File: config.mk
export PLATFORM = sky130hd
export DESIGN_NAME = rgmii_rx_flat
export DESIGN_NICKNAME = d
export VERILOG_FILES = /design/src/rtl/rgmii_rx_if.sv /design/src/rtl/rgmii_rx.sv /design/src/flat_wrapper.sv
export SDC_FILE = /design/constraint.sdc
export NUM_CORES = 1
export LEC_CHECK = 0
export ABC_AREA = 1
export BUFFER_PORTS_ARGS = -buffer_cell sky130_fd_sc_hd__buf_4
export CAP_MARGIN = 10
export CORE_MARGIN = 2
export CORE_UTILIZATION = 55
export DETAILED_ROUTE_END_ITERATION = 12
export PLACE_DENSITY = 0.72
export SETUP_SLACK_MARGIN = 0.15
export SYNTH_ARGS = -nofsm -noshare
export SYNTH_HDL_FRONTEND = slang
export SYNTH_SLANG_ARGS = --single-unit
File: constraint.sdc
create_clock -name clk125 -period 3.6 [get_ports clk125]
set_clock_uncertainty 0.05 [all_clocks]
set_input_delay 0.18 -clock clk125 [delete_from_list [all_inputs] [get_ports clk125]]
set_output_delay 0.18 -clock clk125 [all_outputs]
set_load 0.02 [all_outputs]
File: src/rtl/rgmii_rx_if.sv
// rgmii_rx_if: received frame byte stream with per-frame end-of-frame status
interface rgmii_rx_if;
  logic [7:0] rx_data;
  logic rx_valid, rx_sof, rx_eof, rx_crc_ok, rx_len_err;
  modport master(output rx_data, rx_valid, rx_sof, rx_eof, rx_crc_ok, rx_len_err);
  modport slave(input rx_data, rx_valid, rx_sof, rx_eof, rx_crc_ok, rx_len_err);
endinterface

File: src/rtl/rgmii_rx.sv
// rgmii_rx: RGMII receive framer, de-DDR, preamble/SFD strip, FCS-stripped stream, CRC-32 and length check
module rgmii_rx #(
  parameter int MIN_LEN = 64,
  parameter int MAX_LEN = 1522
) (
  input  logic        clk125,
  input  logic        rst_n,
  input  logic        rxctl,
  input  logic [3:0]  rxd,
  rgmii_rx_if.master  rx,
  output logic [15:0] good_cnt,
  output logic [15:0] bad_cnt
);
  typedef enum logic [1:0] {IDLE, PRE, DATA, DROP} state_t;
  state_t st;
  logic [3:0] lo, hi;
  logic ctl, cv, armed, ovf, first;
  logic [7:0] b;
  logic [15:0] len;
  logic [31:0] crc, crc_n;
  logic [3:0][7:0] dl;
  assign b = {hi, lo};
  always_comb begin
    crc_n = crc ^ {24'd0, b};
    for (int i = 0; i < 8; i++) crc_n = crc_n[0] ? (crc_n >> 1) ^ 32'hEDB88320 : crc_n >> 1;
  end
  always_ff @(posedge clk125 or negedge rst_n)
    if (!rst_n) begin
      lo <= '0;
      ctl <= 1'b0;
      cv <= 1'b0;
    end else begin
      lo <= rxd;
      ctl <= rxctl;
      cv <= 1'b1;
    end
  always_ff @(negedge clk125 or negedge rst_n)
    if (!rst_n) hi <= '0;
    else hi <= rxd;
  // cv masks the reset value of ctl; armed blocks syncing until an idle cycle has been seen
  always_ff @(posedge clk125 or negedge rst_n)
    if (!rst_n) begin
      st <= IDLE;
      armed <= 1'b0;
      ovf <= 1'b0;
      first <= 1'b0;
      len <= '0;
      crc <= '1;
      dl <= '0;
      rx.rx_data <= '0;
      rx.rx_valid <= 1'b0;
      rx.rx_sof <= 1'b0;
      rx.rx_eof <= 1'b0;
      rx.rx_crc_ok <= 1'b0;
      rx.rx_len_err <= 1'b0;
      good_cnt <= '0;
      bad_cnt <= '0;
    end else begin
      rx.rx_valid <= 1'b0;
      rx.rx_sof <= 1'b0;
      rx.rx_eof <= 1'b0;
      rx.rx_crc_ok <= 1'b0;
      rx.rx_len_err <= 1'b0;
      good_cnt <= good_cnt + {15'd0, rx.rx_eof & rx.rx_crc_ok & ~rx.rx_len_err & ~&good_cnt};
      bad_cnt <= bad_cnt + {15'd0, rx.rx_eof & ~(rx.rx_crc_ok & ~rx.rx_len_err) & ~&bad_cnt};
      if (cv) begin
        armed <= armed | ~ctl;
        case (st)
          IDLE: if (ctl) begin
            st <= !armed ? DROP : b == 8'h55 ? PRE : b == 8'hD5 ? DATA : DROP;
            len <= '0;
            crc <= '1;
            first <= 1'b1;
          end
          PRE: if (!ctl) st <= IDLE;
          else if (b == 8'hD5) begin
            st <= DATA;
            len <= '0;
            crc <= '1;
            first <= 1'b1;
          end else if (b != 8'h55) st <= DROP;
          DATA: if (!ctl) begin
            st <= IDLE;
            rx.rx_eof <= 1'b1;
            rx.rx_crc_ok <= crc == 32'hDEBB20E3;
            rx.rx_len_err <= len < 16'(MIN_LEN);
          end else if (len == 16'(MAX_LEN)) begin
            st <= DROP;
            ovf <= 1'b1;
          end else begin
            dl <= {dl[2:0], b};
            len <= len + 16'd1;
            crc <= crc_n;
            if (len >= 16'd4) begin
              rx.rx_valid <= 1'b1;
              rx.rx_data <= dl[3];
              rx.rx_sof <= first;
              first <= 1'b0;
            end
          end
          DROP: if (!ctl) begin
            st <= IDLE;
            ovf <= 1'b0;
            rx.rx_eof <= ovf;
            rx.rx_len_err <= ovf;
          end
        endcase
      end
    end
endmodule
File: src/flat_wrapper.sv
// flat-port wrapper written by rule: the top's interface ports become plain ports
module rgmii_rx_flat 
#(
  parameter int MIN_LEN = 64,
  parameter int MAX_LEN = 1522
)
  (clk125, rst_n, rxctl, rxd, good_cnt, bad_cnt, rx_rx_data, rx_rx_valid, rx_rx_sof, rx_rx_eof, rx_rx_crc_ok, rx_rx_len_err);
  rgmii_rx_if rx_i ();
  input  logic clk125;
  input  logic rst_n;
  input  logic rxctl;
  input  logic [3:0] rxd;
  output logic [15:0] good_cnt;
  output logic [15:0] bad_cnt;
  output wire logic [$bits(rx_i.rx_data)-1:0] rx_rx_data;
  output wire logic [$bits(rx_i.rx_valid)-1:0] rx_rx_valid;
  output wire logic [$bits(rx_i.rx_sof)-1:0] rx_rx_sof;
  output wire logic [$bits(rx_i.rx_eof)-1:0] rx_rx_eof;
  output wire logic [$bits(rx_i.rx_crc_ok)-1:0] rx_rx_crc_ok;
  output wire logic [$bits(rx_i.rx_len_err)-1:0] rx_rx_len_err;
  assign rx_rx_data = rx_i.rx_data;
  assign rx_rx_valid = rx_i.rx_valid;
  assign rx_rx_sof = rx_i.rx_sof;
  assign rx_rx_eof = rx_i.rx_eof;
  assign rx_rx_crc_ok = rx_i.rx_crc_ok;
  assign rx_rx_len_err = rx_i.rx_len_err;
  rgmii_rx #(.MIN_LEN(MIN_LEN), .MAX_LEN(MAX_LEN)) u_core (.clk125(clk125), .rst_n(rst_n), .rxctl(rxctl), .rxd(rxd), .rx(rx_i), .good_cnt(good_cnt), .bad_cnt(bad_cnt));
endmodule
==> results.py <==
metrics = {
    "worst_setup_path": {
        "critical_path_class": "reg -> reg",
        "cp-start-kind": "register",
        "crit_top_cell": "nand2_1",
        "crit_start": "u_core.hi[3]",
        "crit_slowest_cell": "dfrtn_1",
        "path_max_fanout": 6,
        "cp-end-kind": "register",
        "slowest_delay_ps": 490,
        "cp_cell_sequence": "inv_2 > nand2_1 > nand2_1 > nand2_1 > nand2_2 > nand2_2 > nand2_4 > inv_2 > nand2_1 > nand3_1 > o21ai_1 > inv_1",
        "r2r-start": "u_core.hi[3]",
        "arrival_ps": 3740,
        "cp.required_ps": 3920,
    },
    "clock_tree": {
        "worstSkewPairLatency_ps": 430,
        "clockBufferDepth": 2,
        "cts_sinks": 140,
        "htreeDepth": 4,
        "cts_tree": "done",
        "cts-root-buf": "clkbuf_16",
        "numCtsBuffers": 17,
        "cts.reportedPaths.clkPinSlew_ps": 60,
    },
    "floorplan": {
        "fp.dieW_um": 119,
        "pin_count": 52,
        "num_rows": 41,
        "initial_core_util": 0.569,
        "die_area_sq_mm": 0.0141,
        "die_h_um": 119,
        "core_area_sq_mm": 0.0127,
    },
    "run": {
        "drv_cap": 0,
    },
    "timing": {
        "worstMarginPinSlew_ps": 988,
        "finalHoldViolations": 0,
        "setup_viol": 0,
        "relSlewSlack": 0.341,
        "whs_ps": 168,
        "finalMaxSlewViolations": 0,
        "grt_setup_unrepaired": "true",
    },
    "placed_design": {
        "dpl_cell_area_sq_mm": 0.00783,
        "dp_hpwl_um": 12000,
        "gp_congestion": 0.947,
        "port_buffers": 51,
    },
    "global_routing": {
        "grt_pass1_vias": 5884,
        "antenna_found_initial": 0,
        "grt_use_total": 0.253,
        "grt_max_degree": 78,
        "grt_pass1_wl_um": 28600,
        "grt-ovfl-total": 0,
    },
    "yosys": {
        "synth.avg_cell_area_sq_um": 8.33,
        "synth_area_leaders": "dfrtp_1 (36%), nand2_1 (14%), dfstp_2 (12%)",
        "syn-num-nets": 883,
        "synth.distinct_cells": 42,
        "postSynthCellCount": 869,
        "ys_async_sr_fraction": 1.00,
        "yosys_warnings": 0,
        "synthFlopType": "dfrtp_1",
        "syn_area_sq_mm": 0.00724,
        "post-synth-top-count-cell": "nand2_1",
        "synth_top_cell_by_area": "dfrtp_1",
        "ys_seq_area_frac": 0.490,
        "synth_edf_count": 0,
        "synth_seq_cells": 140,
        "synthTopCellsByCount": "nand2_1 (272), dfrtp_1 (104), inv_1 (82)",
        "synth_top_cell_area_share": 0.360,
    },
    "finish": {
        "layout.nets": 961,
        "post-route-util": 0.684,
        "finish.instance_area_sq_mm": 0.00870,
        "drive_gt1_frac": 0.201,
        "fillers": 1030,
        "area_growth_pct": 20.3,
        "n_antenna_cell": 0,
    },
    "routing": {
        "drt_pass1_iterations": 6,
        "route.vias.total": 6184,
        "vias_per_cell": 5.46,
        "routedWlPerCell_um": 15.4,
        "ant_nets": 0,
        "drcViolationCount": 0,
        "wirelength_um": 17400,
        "initialDrtViolationCount": 408,
    },
    "power_and_ir_drop": {
        "peakVddDrop_mv": 0.487,
        "p_leak_nw": 4.25,
        "power_density_mw_per_mm2": 747,
    },
    "outcome": {
        "outcome": "complete, no violations",
    },
    "min_path": {
        "hold_class": "in -> async",
    },
}
==> stage by stage <==
stage,cells,setup slack [ps],power [W],TNS (ps)
after floorplan,869,249,0.00392,0
after global routing,1132,89.4,0.00689,0
after CTS,1125,110,0.00634,0
after detailed placement,1087,-168,0.00453,-507
after global placement,1087,-135,0.00448,-407
final,1132,174,0.00651,0
==> cells by family after synthesis <==
group / count (synthesis) / synth area share
compound gates: 89 / 0.0723
simple gates: 445 / 0.264
xor+xnor: 78 / 0.0965
other cells: 1 / 0.000518
flops: 140 / 0.490
buf+inv: 109 / 0.0650
fa+ha+maj: 7 / 0.0121
==> worst paths after layout <==
| check | cells past startpoint | end | slack, ps |
|---|---|---|---|
| worst min register to register | 2 | u_core.dl[9] | 420 |
| worst max register to register | 12 | u_core.crc[29] | 170 |
| worst max-delay path | 12 | u_core.crc[29] | 170 |
| worst min-delay path | 2 | u_core.lo[1] | 170 |
| max in group asynchronous | 2 | u_core.hi[3] | 1390 |
| min in group clk125 | 2 | u_core.ctl | 360 |
==> critical path, delay by kind of cell (launching register included) <==
kind            cells  cell delay, ps
buf+inv             3             240
compound gates      1              70
simple gates        8             750
flops               1             490
==> layout by cell type, fill, tap and decap left out, drive strengths merged, types with 2 or more instances in the layout <==
| cell | synthesis | layout |
|---|---|---|
| dfrtp | 104 | 104 |
| xor2 | 56 | 56 |
| nor3 | 14 | 14 |
| dfstp | 32 | 32 |
| dfrtn | 4 | 4 |
| nand2 | 276 | 276 |
| nand3 | 55 | 55 |
| clkbuf | 4 | 20 |
| buf | 16 | 73 |
| nand4 | 22 | 22 |
| a22oi | 11 | 11 |
| a21oi | 14 | 14 |
| ha | 7 | 7 |
| inv | 89 | 91 |
| dlygate4sd3 | 0 | 6 |
| xnor2 | 22 | 22 |
| bufinv | 0 | 2 |
| nand3b | 2 | 2 |
| or2 | 3 | 3 |
| clkinvlp | 0 | 3 |
| o21ai | 62 | 62 |
| nor4 | 8 | 8 |
| nor2 | 63 | 63 |
| clkinv | 0 | 5 |
==> state kept, by name, indices dropped and copies added, names as in the netlist <==
signal / flops
u_core.st: 2
u_core.crc: 32
u_core.cv: 1
u_core.first: 1
u_core.ctl: 1
u_core.ovf: 1
u_core.bad_cnt: 16
u_core.rx.rx_valid: 1
u_core.good_cnt: 16
u_core.rx.rx_crc_ok: 1
u_core.lo: 4
u_core.rx.rx_len_err: 1
u_core.rx.rx_data: 8
u_core.dl: 32
u_core.rx.rx_sof: 1
u_core.rx.rx_eof: 1
u_core.len: 16
u_core.armed: 1
u_core.hi: 4
==> area by class of cell <==
cell class              instances  area (sq um)  area share
well taps                     172           215      0.0247
inverters                      89           344      0.0395
clock inverters                12           139      0.0160
repair buffers                 79           663      0.0762
flip-flops and latches        140          3540       0.407
clock buffers                  20           447      0.0513
multi-input cells             620          3350       0.385
==> what timing repair did <==
action                                 CTS  global route
setup endpoints to repair               12            44
endpoints found under the hold margin   23             0
pin swaps                                0             5
buffers inserted                         0             7
resized for setup                        9            46
hold buffers                             6             0
==> routing by layer <==
layer	up-vias	share of wire	wire length, um	GRT usage
met5	-	0	0	0
met4	0	0.024	424	0.100
met2	250	0.49	8480	0.422
met3	44	0.055	962	0.0434
met1	2961	0.43	7540	0.327
li1	2929	-	-	-
==> power breakdown <==
group          total [W]  internal, W  switching [W]
logic            0.00241     0.000877        0.00154
registers        0.00236      0.00206       0.000303
clock network    0.00173      0.00104       0.000687
Power figures use the tool's default switching activity.
